--- src/rtl/muldiv_pkg.sv ---
// muldiv_pkg: shared types and constants for the multi-cycle mul/div unit.
// Optional remainder output is enabled with MULDIV_REM_EN.
package muldiv_pkg;

    localparam int DEF_WIDTH = 32;

    localparam logic [3:0] OP_MUL = 4'b0100;
    localparam logic [3:0] OP_DIV = 4'b0011;

    typedef enum logic [1:0] {
        S_IDLE = 2'd0,
        S_CALC = 2'd1,
        S_DONE = 2'd2
    } state_e;

    function automatic logic op_supported(input logic [3:0] op);
        return (op == OP_MUL) || (op == OP_DIV);
    endfunction

endpackage

--- src/rtl/muldiv_if.sv ---
// muldiv_if: request/response handshake bundle for muldiv_seq.
// The rem signal exists only when MULDIV_REM_EN is defined.
interface muldiv_if
    import muldiv_pkg::*;
#(
    parameter int WIDTH = DEF_WIDTH
) ();

    logic             req_valid;
    logic             req_ready;
    logic [3:0]       op;
    logic [WIDTH-1:0] src_a;
    logic [WIDTH-1:0] src_b;
    logic             res_valid;
    logic             res_ready;
    logic [WIDTH-1:0] result;
`ifdef MULDIV_REM_EN
    logic [WIDTH-1:0] rem;
`endif

    modport master (
        output req_valid, op, src_a, src_b, res_ready,
`ifdef MULDIV_REM_EN
        input  rem,
`endif
        input  req_ready, res_valid, result
    );

    modport slave (
        input  req_valid, op, src_a, src_b, res_ready,
`ifdef MULDIV_REM_EN
        output rem,
`endif
        output req_ready, res_valid, result
    );

endinterface

--- src/rtl/muldiv_step.sv ---
// muldiv_step: one combinational iteration of shift-add multiply or
// restoring divide on a 2*WIDTH accumulator.
module muldiv_step
    import muldiv_pkg::*;
#(
    parameter int WIDTH = DEF_WIDTH
) (
    input  logic [3:0]         op_i,
    input  logic [2*WIDTH-1:0] acc_i,
    input  logic [WIDTH-1:0]   opnd_i,
    output logic [2*WIDTH-1:0] acc_o,
    output logic               q_o
);

    logic [WIDTH:0]   sum;
    logic [WIDTH:0]   shl;
    logic [WIDTH-1:0] diff;

    always_comb begin
        acc_o = acc_i;
        q_o   = 1'b0;
        sum   = {1'b0, acc_i[2*WIDTH-1:WIDTH]} + {1'b0, opnd_i};
        shl   = acc_i[2*WIDTH-1:WIDTH-1];
        diff  = shl[WIDTH-1:0] - opnd_i;
        unique case (1'b1)
            (op_i == OP_MUL): begin
                // Carry out of the high half lands in the top bit.
                if (acc_i[0])
                    acc_o = {sum, acc_i[WIDTH-1:1]};
                else
                    acc_o = {1'b0, acc_i[2*WIDTH-1:1]};
            end
            (op_i == OP_DIV): begin
                if (shl >= {1'b0, opnd_i}) begin
                    acc_o = {diff, acc_i[WIDTH-2:0], 1'b0};
                    q_o   = 1'b1;
                end else begin
                    acc_o = {shl[WIDTH-1:0], acc_i[WIDTH-2:0], 1'b0};
                end
            end
            default: ;
        endcase
    end

endmodule

--- src/rtl/muldiv_seq.sv ---
// muldiv_seq: 32-iteration sequencer for ALU multiply and divide.
// Define MULDIV_REM_EN to expose the remainder / high product half.
module muldiv_seq
    import muldiv_pkg::*;
#(
    parameter int WIDTH = DEF_WIDTH
) (
    input  logic     clk,
    input  logic     rst_n,
    input  logic     flush,
    muldiv_if.slave  bus
);

    localparam int CW = $clog2(WIDTH);

    state_e             state_q;
    logic               rv_q;
    logic [CW-1:0]      cnt_q;
    logic [3:0]         op_q;
    logic [WIDTH-1:0]   opnd_q;
    logic [2*WIDTH-1:0] acc_q;
    logic [2*WIDTH-1:0] acc_d;
    logic [2*WIDTH-1:0] step_acc;
    logic               step_q;
    logic [WIDTH-1:0]   result_q;
`ifdef MULDIV_REM_EN
    logic [WIDTH-1:0]   rem_q;
`endif

    muldiv_step #(
        .WIDTH (WIDTH)
    ) u_step (
        .op_i   (op_q),
        .acc_i  (acc_q),
        .opnd_i (opnd_q),
        .acc_o  (step_acc),
        .q_o    (step_q)
    );

    assign acc_d = {step_acc[2*WIDTH-1:1], step_acc[0] | step_q};

    assign bus.req_ready = (state_q == S_IDLE);
    assign bus.res_valid = rv_q;
    assign bus.result    = result_q;
`ifdef MULDIV_REM_EN
    assign bus.rem       = rem_q;
`endif

    always_ff @(posedge clk or negedge rst_n) begin
        if (!rst_n) begin
            state_q  <= S_IDLE;
            rv_q     <= 1'b0;
            cnt_q    <= '0;
            op_q     <= '0;
            opnd_q   <= '0;
            acc_q    <= '0;
            result_q <= '0;
`ifdef MULDIV_REM_EN
            rem_q    <= '0;
`endif
        end else if (flush) begin
            state_q <= S_IDLE;
            rv_q    <= 1'b0;
        end else begin
            unique case (state_q)
                S_IDLE: begin
                    if (bus.req_valid) begin
                        op_q  <= bus.op;
                        cnt_q <= '0;
                        if (bus.op == OP_MUL) begin
                            acc_q   <= {{WIDTH{1'b0}}, bus.src_b};
                            opnd_q  <= bus.src_a;
                            state_q <= S_CALC;
                        end else if (bus.op == OP_DIV && bus.src_b != '0) begin
                            acc_q   <= {{WIDTH{1'b0}}, bus.src_a};
                            opnd_q  <= bus.src_b;
                            state_q <= S_CALC;
                        end else begin
                            result_q <= op_supported(bus.op) ? '1 : '0;
`ifdef MULDIV_REM_EN
                            rem_q    <= op_supported(bus.op) ? bus.src_a : '0;
`endif
                            state_q  <= S_DONE;
                        end
                    end
                end
                S_CALC: begin
                    acc_q <= acc_d;
                    cnt_q <= cnt_q + 1'b1;
                    if (cnt_q == CW'(WIDTH - 1)) begin
                        result_q <= acc_d[WIDTH-1:0];
`ifdef MULDIV_REM_EN
                        rem_q    <= acc_d[2*WIDTH-1:WIDTH];
`endif
                        rv_q     <= 1'b1;
                        state_q  <= S_DONE;
                    end
                end
                S_DONE: begin
                    // Short-circuited results raise valid one edge later.
                    if (!rv_q) begin
                        rv_q <= 1'b1;
                    end else if (bus.res_ready) begin
                        rv_q    <= 1'b0;
                        state_q <= S_IDLE;
                    end
                end
                default: state_q <= S_IDLE;
            endcase
        end
    end

endmodule

--- src/flat_wrapper.sv ---
// flat-port wrapper written by rule: the top's interface ports become plain ports
module muldiv_seq_flat import muldiv_pkg::*;
#(
    parameter int WIDTH = DEF_WIDTH
)
  (clk, rst_n, flush, bus_req_valid, bus_op, bus_src_a, bus_src_b, bus_res_ready, bus_req_ready, bus_res_valid, bus_result);
  muldiv_if #(.WIDTH(WIDTH)) bus_i ();
  input  logic clk;
  input  logic rst_n;
  input  logic flush;
  input wire logic [$bits(bus_i.req_valid)-1:0] bus_req_valid;
  input wire logic [$bits(bus_i.op)-1:0] bus_op;
  input wire logic [$bits(bus_i.src_a)-1:0] bus_src_a;
  input wire logic [$bits(bus_i.src_b)-1:0] bus_src_b;
  input wire logic [$bits(bus_i.res_ready)-1:0] bus_res_ready;
  output wire logic [$bits(bus_i.req_ready)-1:0] bus_req_ready;
  output wire logic [$bits(bus_i.res_valid)-1:0] bus_res_valid;
  output wire logic [$bits(bus_i.result)-1:0] bus_result;
  assign bus_i.req_valid = bus_req_valid;
  assign bus_i.op = bus_op;
  assign bus_i.src_a = bus_src_a;
  assign bus_i.src_b = bus_src_b;
  assign bus_i.res_ready = bus_res_ready;
  assign bus_req_ready = bus_i.req_ready;
  assign bus_res_valid = bus_i.res_valid;
  assign bus_result = bus_i.result;
  muldiv_seq #(.WIDTH(WIDTH)) u_core (.clk(clk), .rst_n(rst_n), .flush(flush), .bus(bus_i));
endmodule
--- config.mk ---
export PLATFORM = sky130hd
export DESIGN_NAME = muldiv_seq_flat
export DESIGN_NICKNAME = d
export VERILOG_FILES = /design/src/rtl/muldiv_pkg.sv /design/src/rtl/muldiv_if.sv /design/src/rtl/muldiv_step.sv /design/src/rtl/muldiv_seq.sv /design/src/flat_wrapper.sv
export SDC_FILE = /design/constraint.sdc
export NUM_CORES = 1
export LEC_CHECK = 0
export CELL_PAD_IN_SITES_DETAIL_PLACEMENT = 1
export CELL_PAD_IN_SITES_GLOBAL_PLACEMENT = 1
export CORE_ASPECT_RATIO = 1.25
export CORE_MARGIN = 8
export CORE_UTILIZATION = 25
export DETAILED_ROUTE_END_ITERATION = 6
export GPL_ROUTABILITY_DRIVEN = 1
export PLACE_DENSITY = 0.59
export SLEW_MARGIN = 20
export SYNTH_ARGS = -nofsm -noshare
export SYNTH_HDL_FRONTEND = slang
export SYNTH_SLANG_ARGS = --single-unit
export TNS_END_PERCENT = 50
--- constraint.sdc ---
create_clock -name clk -period 2.9 [get_ports clk]
set_input_delay 0.725 -clock clk [delete_from_list [all_inputs] [get_ports clk]]
set_output_delay 0.725 -clock clk [all_outputs]
set_load 0.03 [all_outputs]
==> results of run 1 <==
-- stage by stage --
stage	setup TNS, ns	setup WS (ns)	util, %
detailed placement	-56.95	-0.730	33.2
floorplan	0	0.0883	-
global placement	-57.00	-0.735	33.2
finish	-1.58	-0.123	37.2
global route	-6.11	-0.296	37.2
CTS	-0.678	-0.0742	35.9
-- power breakdown --
part | switching (uW) | internal, uW | total (uW)
clock | 975 | 1300 | 2280
combinational | 3150 | 2940 | 6080
sequential | 505 | 2380 | 2890
total | 4630 | 6630 | 11300
-- worst max-delay path, cell delays in order (launching register included) --
cell and delay (ns):
dfrtp_2 0.42, inv_2 0.06, ha_4 0.26, nand4_1 0.19, nor4_2 0.30, nand4_1 0.23, o21a_1 0.27, and3_4 0.16
a21oi_4 0.15, buf_12 0.14, buf_12 0.12, buf_16 0.12, mux2i_1 0.18, o221ai_1 0.13, o211a_1 0.17
-- cell families (layout without fill, tap and decap cells) --
| logic type | Yosys count | in the layout |
|---|---|---|
| adder cells (fa/ha/maj) | 68 | 68 |
| AND/OR/NAND/NOR | 575 | 575 |
| XOR/XNOR | 52 | 52 |
| flip-flops | 140 | 140 |
| other | 0 | 1 |
| buffers and inverters | 123 | 482 |
| AO/OA/AOI/OAI | 381 | 381 |
| multiplexers | 74 | 74 |
-- layout make-up --
class	count	area (um^2)	share of cell area, %
antenna	1	2.50	0.0152
clock buffer	18	439	2.67
clock inverter	14	160	0.975
inverter	46	173	1.05
multi-input combinational	1150	7850	47.8
sequential	140	3510	21.4
tap	572	716	4.36
timing repair buffer	404	3570	21.8
-- state kept, by name, summed over array words and instances, names as in the netlist --
signal / flops
u_core.bus.res_valid: 1
u_core.state_q: 2
u_core.bus.result: 32
u_core.acc_q: 64
u_core.op_q: 4
u_core.opnd_q: 32
u_core.cnt_q: 5
-- worst paths after layout --
kind | startpoint | to | slack [ns] | depth (start not counted)
setup / recovery | u_core.opnd_q[2]$_DFFE_PN0P_ | u_core.acc_q[37]$_DFFE_PN0P_ | -0.12 | 14
hold / removal | rst_n | u_core.bus.result[4]$_DFFE_PN0P_ | 0.28 | 1
setup reg to reg | u_core.opnd_q[2]$_DFFE_PN0P_ | u_core.acc_q[37]$_DFFE_PN0P_ | -0.12 | 14
hold reg to reg | u_core.cnt_q[4]$_DFFE_PN0P_ | u_core.cnt_q[4]$_DFFE_PN0P_ | 0.48 | 2
max in group asynchronous | rst_n | u_core.acc_q[55]$_DFFE_PN0P_ | 1.87 | 2
min in group clk | u_core.cnt_q[4]$_DFFE_PN0P_ | u_core.cnt_q[4]$_DFFE_PN0P_ | 0.48 | 2
-- timing repair --
action,CTS,global route
pin swaps,31,35
cloned,2,1
endpoints found under the setup margin,66,35
setup buffers,22,24
hold buffers,0,0
gates resized for setup,83,92
-- placed cells by master (no fill, tap or decap), drive strengths merged, types with 19 or more instances in the layout --
cell type / n
nand2: 351
buf: 298
dfrtp: 140
o21ai: 118
clkdlybuf4s50: 105
nand3: 82
a21oi: 76
ha: 66
mux2i: 65
nor2: 51
inv: 50
a221oi: 33
xnor2: 32
a21o: 28
xor2: 20
clkbuf: 19
-- Yosys cell counts, types with 32 or more instances --
master and number:
nand2_1 351, dfrtp_1 140, nand3_1 82, a221oi_1 33, nor2_1 51, clkbuf_1 66
xnor2_1 32, mux2i_1 65, a21oi_1 72, inv_1 46, o21ai_0 115, ha_1 66
-- layer usage --
layer	track usage [%]	vias up	wire (um)	part of all wire [%]
met1	21.7	5942	20300	43
met4	6.67	0	1530	3.2
li1	-	5795	-	-
met2	32.5	200	24200	51
met5	0	-	0	0
met3	2.30	70	1390	2.9
==> run metrics, run 1 <==
status complete, but fails checks; failing checks negative setup slack; Critical Path Sink Type flip-flop; clock period minus worst slack 3.02 ns; DRT iter0 DRCs 528; placed cells 2263; Skew-Pair Late Insertion Delay 0.45 ns; Initial Utilization 25.3%; worst hold-check path type input pin to asynchronous set/reset pin; Worst VDD drop 0.000407 V; Post-Synth Adder-Cell Area 7.76%; Die Wd 205 um; warnings from Yosys 0; largest net degree at the start of global routing 63; Syn Area/Cell 7.90 um^2; CTS Root Cell clkbuf_16; TritonCTS clock tree done; crit share post-route 104%; layout cells sized above 1 26.1%; H-tree levels 4; relative slew slack 54.8%; clk sinks 140; Final Hold Viols 0; area of the core 44100 um^2; Setup WS post-layout -0.123 ns; unrepaired setup endpoints after global routing yes; Synth area leaders dfrtp_1 31%, nand2_1 12%, ha_1 7.4%; mux contribution to synthesized area 6.74%; asr flop ratio synth 100%; first drt pass iteration count 5; die area 51700 um^2; initial antenna violation count 0; Synth Flop Type dfrtp_1; number of I/O port buffers 106; leading area contributor after synthesis dfrtp_1; Worst Path Class, Setup flip-flop to flip-flop; maximum capacitance violations 0; DRC violations left 0; # IOs 107; register bit total from synthesis 140; cts bufs inserted 17; Final Wtd Congestion 0.854; antenna-violating nets left 0; clock-pin slew on the worst setup and hold paths 0.07 ns; WHS 0.281 ns; synthesized cell area 11200 um^2; EDFF count, synth 0; placed inst area 14700 um^2; total power 11300 uW; compound-cell area share of the yosys netlist 23.1%; Design Area, Final 16400 um^2; first-pass GRT wire length 74300 um; post-synthesis simple-gate area fraction 22.6%; DR WL/cell 20.2 um; DR vias/cell 5.12; Finished Layout Cells 2345; final setup vio count 26; nets 1900; arrival time worst endpoint 3.36 ns; post-DP HPWL 36000 um; Rows 86; Synth Area in XOR/XNOR 4.08%; Max FO, Critical Path 6; syn_nets 1554; post-synth top area share 31.4%; DR vias 12.0k; clock buffer depth 2; largest family of logic cells by synthesized area compound AO/OA/AOI/OAI gates; Yosys cell types 75; Setup crit start kind flip-flop; gr ovfl total 0; Mapped Cells 1413; sequential fraction of the synthesis area 31.4%; area grow syn2layout 47.2%; Worst-Margin Slew 0.676 ns; P_leak 0.00732 uW; skew final 0.00677 ns; die height 252 um; Critical Path RT 3.24 ns; Pwr Density 685 nW/um^2; Filler cells 5251; vias in the first global route 13.0k; FMAX 331 MHz; All-Layer GR Usage 18.1%; Slew Limit Fails 0; total routed wirelength 47400 um
No activity file was read; power rests on OpenSTA's default activity.
==> run 2, diff against run 1 <==
- CAP_MARGIN: default -> 20
==> results of run 2 <==
Final layout, timing and power as in run 1 (identical DEF).
==> run 3, diff against run 2 <==
- SLEW_MARGIN: 20 -> default
==> results of run 3 <==
Final layout, timing and power as in run 1 (identical DEF).
